==> config.mk <==
export PLATFORM = sky130hd
export DESIGN_NAME = dispatch_unit_flat
export DESIGN_NICKNAME = d
export VERILOG_FILES = /design/src/rtl/dispatch_unit_if.sv /design/src/rtl/dispatch_unit.sv /design/src/flat_wrapper.sv
export SDC_FILE = /design/constraint.sdc
export NUM_CORES = 1
export LEC_CHECK = 0
export BUFFER_PORTS_ARGS = -buffer_cell sky130_fd_sc_hd__buf_4
export CAP_MARGIN = 10
export CORE_ASPECT_RATIO = 0.75
export CORE_UTILIZATION = 50
export DETAILED_ROUTE_END_ITERATION = 8
export GPL_ROUTABILITY_DRIVEN = 0
export GPL_TIMING_DRIVEN = 0
export PLACE_DENSITY_LB_ADDON = 0.15
export SETUP_SLACK_MARGIN = 0.5
export SLEW_MARGIN = 30
export SYNTH_ARGS = -nofsm -noshare
export SYNTH_HDL_FRONTEND = slang
export SYNTH_SLANG_ARGS = --single-unit
==> constraint.sdc <==
create_clock -name clk -period 2.5 [get_ports clk]
set_input_delay 0.625 -clock clk [delete_from_list [all_inputs] [get_ports clk]]
set_output_delay 0.625 -clock clk [all_outputs]
set_load 0.1 [all_outputs]
==> src/rtl/dispatch_unit_if.sv <==
// Shared payload types and the rename-to-backend bundle of the two-wide dispatch stage.
// The package lives here so the interface and the dispatch unit see one definition.
package dispatch_unit_pkg;
    localparam int unsigned NUM_PREGS = 64;
    localparam int unsigned ROB_DEPTH = 16;
    localparam int unsigned PW        = $clog2(NUM_PREGS);
    localparam int unsigned RW        = $clog2(ROB_DEPTH);

    typedef struct packed {
        logic          valid;
        logic [5:0]    op;
        logic [1:0]    fu;
        logic [4:0]    arch_rd;
        logic          writes_rd;
        logic [PW-1:0] prd;
        logic [PW-1:0] old_prd;
        logic [PW-1:0] prs1;
        logic [PW-1:0] prs2;
        logic          uses_rs1;
        logic          uses_rs2;
        logic          uses_imm;
        logic [31:0]   imm;
    } rename_t;

    typedef struct packed {
        logic          valid;
        logic [RW-1:0] rob_idx;
        logic [4:0]    arch_rd;
        logic [PW-1:0] prd;
        logic [PW-1:0] old_prd;
        logic          writes_rd;
        logic          done;
    } rob_row_t;

    typedef struct packed {
        logic          valid;
        logic [RW-1:0] rob_idx;
        logic [5:0]    op;
        logic [1:0]    fu;
        logic [PW-1:0] prd;
        logic [PW-1:0] prs1;
        logic          rs1_rdy;
        logic [PW-1:0] prs2;
        logic          rs2_rdy;
        logic          uses_imm;
        logic [31:0]   imm;
    } rs_row_t;
endpackage

interface dispatch_unit_if;
    import dispatch_unit_pkg::*;

    logic                 stall;
    rename_t [1:0]        rename_data;
    logic [1:0]           wb_valid;
    logic [1:0][PW-1:0]   wb_preg;
    rob_row_t [1:0]       rob_rows;
    rs_row_t [1:0]        rs_rows;
    logic [RW-1:0]        rob_tail;

    modport master (output stall, rename_data, wb_valid, wb_preg,
                    input  rob_rows, rs_rows, rob_tail);
    modport slave  (input  stall, rename_data, wb_valid, wb_preg,
                    output rob_rows, rs_rows, rob_tail);
endinterface

==> src/rtl/dispatch_unit.sv <==
// Two-wide dispatch: allocates consecutive ROB indices and resolves operand readiness
// from a physical-register busy table with intra-bundle and writeback bypass.
module dispatch_unit
    import dispatch_unit_pkg::*;
(
    input  logic           clk,
    input  logic           rst_n,
    dispatch_unit_if.slave bus
);

    logic [NUM_PREGS-1:0] busy;
    logic [NUM_PREGS-1:0] busy_n;
    logic [RW-1:0]        tail;
    logic [RW-1:0]        idx;
    rob_row_t [1:0]       rob_n;
    rs_row_t [1:0]        rs_n;
    rename_t              cur;
    logic                 dep;

    // Priority: unused/preg0, then same-bundle producer, then wakeup, then busy table.
    function automatic logic src_ready(input logic used, input logic [PW-1:0] p,
                                       input logic dep_hit, input logic [1:0] wbv,
                                       input logic [1:0][PW-1:0] wbp, input logic bsy);
        if (!used || p == '0) return 1'b1;
        if (dep_hit) return 1'b0;
        if ((wbv[0] && wbp[0] == p) || (wbv[1] && wbp[1] == p)) return 1'b1;
        return !bsy;
    endfunction

    always_comb begin
        rob_n  = '0;
        rs_n   = '0;
        busy_n = busy;
        idx    = tail;
        cur    = '0;
        dep    = 1'b0;
        for (int w = 0; w < 2; w++) begin
            if (bus.wb_valid[w]) busy_n[bus.wb_preg[w]] = 1'b0;
        end
        // Sets follow clears so a same-cycle reallocation keeps the preg busy.
        if (!bus.stall) begin
            for (int s = 0; s < 2; s++) begin
                cur = bus.rename_data[s];
                dep = (s == 1) && bus.rename_data[0].valid && bus.rename_data[0].writes_rd;
                if (cur.valid) begin
                    rob_n[s].valid     = 1'b1;
                    rob_n[s].rob_idx   = idx;
                    rob_n[s].arch_rd   = cur.arch_rd;
                    rob_n[s].prd       = cur.prd;
                    rob_n[s].old_prd   = cur.old_prd;
                    rob_n[s].writes_rd = cur.writes_rd;
                    rob_n[s].done      = 1'b0;
                    rs_n[s].valid      = 1'b1;
                    rs_n[s].rob_idx    = idx;
                    rs_n[s].op         = cur.op;
                    rs_n[s].fu         = cur.fu;
                    rs_n[s].prd        = cur.prd;
                    rs_n[s].prs1       = cur.prs1;
                    rs_n[s].prs2       = cur.prs2;
                    rs_n[s].uses_imm   = cur.uses_imm;
                    rs_n[s].imm        = cur.imm;
                    rs_n[s].rs1_rdy    = src_ready(cur.uses_rs1, cur.prs1,
                                             dep && cur.prs1 == bus.rename_data[0].prd,
                                             bus.wb_valid, bus.wb_preg, busy[cur.prs1]);
                    rs_n[s].rs2_rdy    = src_ready(cur.uses_rs2, cur.prs2,
                                             dep && cur.prs2 == bus.rename_data[0].prd,
                                             bus.wb_valid, bus.wb_preg, busy[cur.prs2]);
                    idx = idx + RW'(1);
                    if (cur.writes_rd && cur.prd != '0) busy_n[cur.prd] = 1'b1;
                end
            end
        end
    end

    always_ff @(posedge clk or negedge rst_n) begin
        if (!rst_n) begin
            busy         <= '0;
            tail         <= '0;
            bus.rob_rows <= '0;
            bus.rs_rows  <= '0;
        end else begin
            busy         <= busy_n;
            tail         <= idx;
            bus.rob_rows <= rob_n;
            bus.rs_rows  <= rs_n;
        end
    end

    assign bus.rob_tail = tail;

endmodule

==> src/flat_wrapper.sv <==
// flat-port wrapper written by rule: the top's interface ports become plain ports
module dispatch_unit_flat import dispatch_unit_pkg::*;
  (clk, rst_n, bus_stall, bus_rename_data, bus_wb_valid, bus_wb_preg, bus_rob_rows, bus_rs_rows, bus_rob_tail);
  dispatch_unit_if bus_i ();
  input  logic clk;
  input  logic rst_n;
  input wire logic [$bits(bus_i.stall)-1:0] bus_stall;
  input wire logic [$bits(bus_i.rename_data)-1:0] bus_rename_data;
  input wire logic [$bits(bus_i.wb_valid)-1:0] bus_wb_valid;
  input wire logic [$bits(bus_i.wb_preg)-1:0] bus_wb_preg;
  output wire logic [$bits(bus_i.rob_rows)-1:0] bus_rob_rows;
  output wire logic [$bits(bus_i.rs_rows)-1:0] bus_rs_rows;
  output wire logic [$bits(bus_i.rob_tail)-1:0] bus_rob_tail;
  assign bus_i.stall = bus_stall;
  assign bus_i.rename_data = bus_rename_data;
  assign bus_i.wb_valid = bus_wb_valid;
  assign bus_i.wb_preg = bus_wb_preg;
  assign bus_rob_rows = bus_i.rob_rows;
  assign bus_rs_rows = bus_i.rs_rows;
  assign bus_rob_tail = bus_i.rob_tail;
  dispatch_unit u_core (.clk(clk), .rst_n(rst_n), .bus(bus_i));
endmodule
==> results.cfg <==
[sta]
worst_slew_margin_rel_pct = 35.57
min_period_ns = 2.020
period_share_pct = 80.81
finalMaxSlewViolations = 0
whs_ns = 0.2832
final_hold_viol_count = 0
rsz0062_at_grt = true
fin_skew_ns = 0.03879
setup_viol = 0
fmax_mhz = 495.0
worst_pin_slew_ns = 0.9591

[flow_run]
cap_violations = 0

[synthesis]
synthesis.area_um2 = 12380
synth_seq_area_share_pct = 45.28
synth.avg_cell_area_um2 = 10.58
ys.warnings.count = 0
ys_top_cells_by_area = dfrtp_1 (45%), mux4_2 (8.7%), a22oi_1 (7.4%)
synth_ff_type = dfrtp_1
synth_top_cell_by_area = dfrtp_1
yosys.area_share.xor_xnor_pct = 4.599
synth_top_area_share_pct = 45.28
synth_cell_types = 57
netlist_instances = 1170
synth_simple_gate_area_share_pct = 18.41
synth.most_common_cell = dfrtp_1
synthArstFlopShare_pct = 100.0
yosys-top-cells-count = dfrtp_1 (224), and2_1 (143), a22oi_1 (122), nand2_1 (92), o21ai_0 (64)
synth_compound_area_share_pct = 13.05
ys_ff_latch = 224
synthAdderAreaFrac_pct = 0.4043
synth_enable_flop_cells = 0
synth_top_family_by_area = simple AND/OR/NAND/NOR gates
synthMuxAreaShare_pct = 13.30

[routing]
drt_wl_total_mm = 44.78
drc = 0
drtPass1Iterations = 7
ant_nets = 0
vias = 11460
drt_iter0_drc = 1443
vias_per_cell = 6.081
wire_per_inst_um = 23.77

[clocking]
clk_latency_ns = 0.54
clkSinkCount = 224
clk_pin_slew_worst_paths_ns = 0.06
cts.path.max_buffers = 3
cts-root-buf = clkbuf_16
numCtsBuffers = 24
cts_tree = built
cts_max_level = 1

[layout]
synthToLayoutAreaGrowth_pct = 34.20
layoutNonFillerInstCount = 1884
layout-drive-gt1-share_pct = 35.44
fin_area_um2 = 16610
fin_nets = 1703
fin_util_pct = 68.78

[floorplan]
initial_core_util_pct = 51.25
coreArea_um2 = 24160
die_area_um2 = 25400
num_io_pins = 349
die_x_um = 183.7
die_y_um = 138.3
row_count = 49

[placed_design]
dp_cells = 1834
dpl.hpwl_mm = 34.14
port-buffer-count = 329
place_area_um2 = 15450

[status]
outcome = finished clean

[critical_path]
worst_r2r_endpoint = u_core.bus.rs_rows[106]
crit_fanout = 5
reg2regPathDepth = 5
cp-startpoint = u_core.busy[14]
worstSetupPathType = reg -> reg
worst_ep_required_time_ns = 2.92
endpoint = u_core.bus.rs_rows[106]
crit_path_end_kind = register
rrSetupSlack_ns = 0.48
worstPathArrival_ns = 2.44
cp-start-kind = register
r2r_start = u_core.busy[14]

[global_route]
gr-total-overflow = 0
grt_antenna_before_repair = 0
grt_max_degree = 62
grt_pass1_vias = 10860
grt_pass1_wl_mm = 65.99
track_usage_pct = 34.53

[power]
p_leak_nw = 7.527
p_per_area_nw_per_um2 = 704.9
vdd_drop_max_uv = 483.2

[worst_hold_path]
min_path_type = in -> reg
min-delay-start = bus_rename_data[134]
hold_depth = 2
-- registers in the layout, summed over array words and instances (netlist names) --
signal and flops:
u_core.bus.rob_tail 4, u_core.bus.rob_rows 46, u_core.busy 64, u_core.bus.rs_rows 110
-- worst max-delay path: stages, from the launching register on --
cell     delay, ns
dfrtp_2       0.45
mux4_2        0.49
mux4_2        0.52
nor3_4        0.15
a41oi_2       0.07
a31oi_1       0.22
-- cell families after synthesis --
family	count (synthesis)
simple gates	425
compound gates	235
flops	224
buf+inv	119
mux	97
xor+xnor	65
fa+ha+maj	4
other cells	1
-- where the power goes --
part | internal (mW) | switching (mW) | leakage, nW | total [mW]
Combinational | 1.10 | 2.38 | 4.12 | 3.48
Sequential | 3.93 | 0.382 | 2.98 | 4.31
Clock | 2.34 | 1.59 | 0.426 | 3.92
Total | 7.36 | 4.35 | 7.53 | 11.7
-- how the worst min path moves through the flow --
stage / slack [ns] / endpoint
finish: 0.28 / u_core.bus.rob_rows[38]
global route: 0.28 / u_core.bus.rob_rows[39]
CTS: 0.27 / u_core.bus.rob_rows[30]
detailed placement: 0.52 / u_core.bus.rob_tail[3]
global placement: 0.52 / u_core.bus.rob_tail[3]
floorplan: 0.33 / u_core.bus.rob_rows[10]
-- cell usage in the layout, fill, tap and decap left out, types with 5 or more instances in the layout --
cell type | synthesis | final
o31ai_1 | 5 | 5
nand2_1 | 92 | 91
nor3b_2 | 0 | 8
buf_4 | 29 | 362
and2_1 | 143 | 143
clkbuf_2 | 0 | 12
o22ai_1 | 8 | 7
buf_2 | 13 | 6
inv_1 | 7 | 7
mux2i_1 | 37 | 37
mux4_2 | 48 | 50
nand4_1 | 14 | 14
dfrtp_2 | 0 | 16
nor3_2 | 0 | 9
o21ai_0 | 64 | 63
buf_1 | 14 | 8
nor2_1 | 58 | 54
mux2_2 | 8 | 7
nor4_1 | 12 | 11
clkbuf_1 | 52 | 46
nor3_1 | 26 | 16
buf_6 | 3 | 6
dfrtp_1 | 224 | 206
xor2_1 | 34 | 34
clkbuf_16 | 0 | 25
nor2b_1 | 15 | 14
nand2b_1 | 17 | 17
and3b_1 | 5 | 5
a32oi_1 | 9 | 9
nand3_1 | 15 | 15
a22oi_1 | 122 | 122
xnor2_1 | 31 | 31
-- area by class of cell --
type	count	area, µm²
Clock inverter	15	220.2
Timing Repair Buffer	337	2630
Sequential cell	224	5633
Clock buffer	29	659.4
Antenna cell	1	2.502
Buffer	112	656.9
Fill cell	1895	7542
Multi-Input combinational cell	828	6371
Inverter	7	26.28
Tap cell	331	414.1
-- per-layer routing --
| layer | GRT usage (%) | wire (µm) |
|---|---|---|
| met5 | 0 | 0 |
| met4 | 9.430 | 1281 |
| met3 | 10.56 | 6213 |
| met2 | 52.15 | 19790 |
| met1 | 48.29 | 17490 |
-- metrics by stage --
| stage | setup TNS [ns] | setup slack (ns) | power (mW) |
|---|---|---|---|
| 3_5_place_dp | -16.32 | -0.2845 | 7.708 |
| 3_3_place_gp | -190.72 | -1.189 | 7.634 |
| 4_1_cts | 0 | 0.3898 | 11.63 |
| 6_report | 0 | 0.4797 | 11.71 |
| 2_1_floorplan | 0 | 0.3753 | 6.633 |
| 5_1_grt | 0 | 0.4592 | 12.06 |
-- repair_timing --
item / 4_1_cts / 5_1_grt
endpoints found under the hold margin: 5 / 0
endpoints found under the setup margin: 91 / 187
pin swaps: 2 / 7
resized for setup: 12 / 59
setup buffers: 0 / 3
cloned: 0 / 1
hold buffers: 1 / 0
No activity file was read; power rests on OpenSTA's default activity.
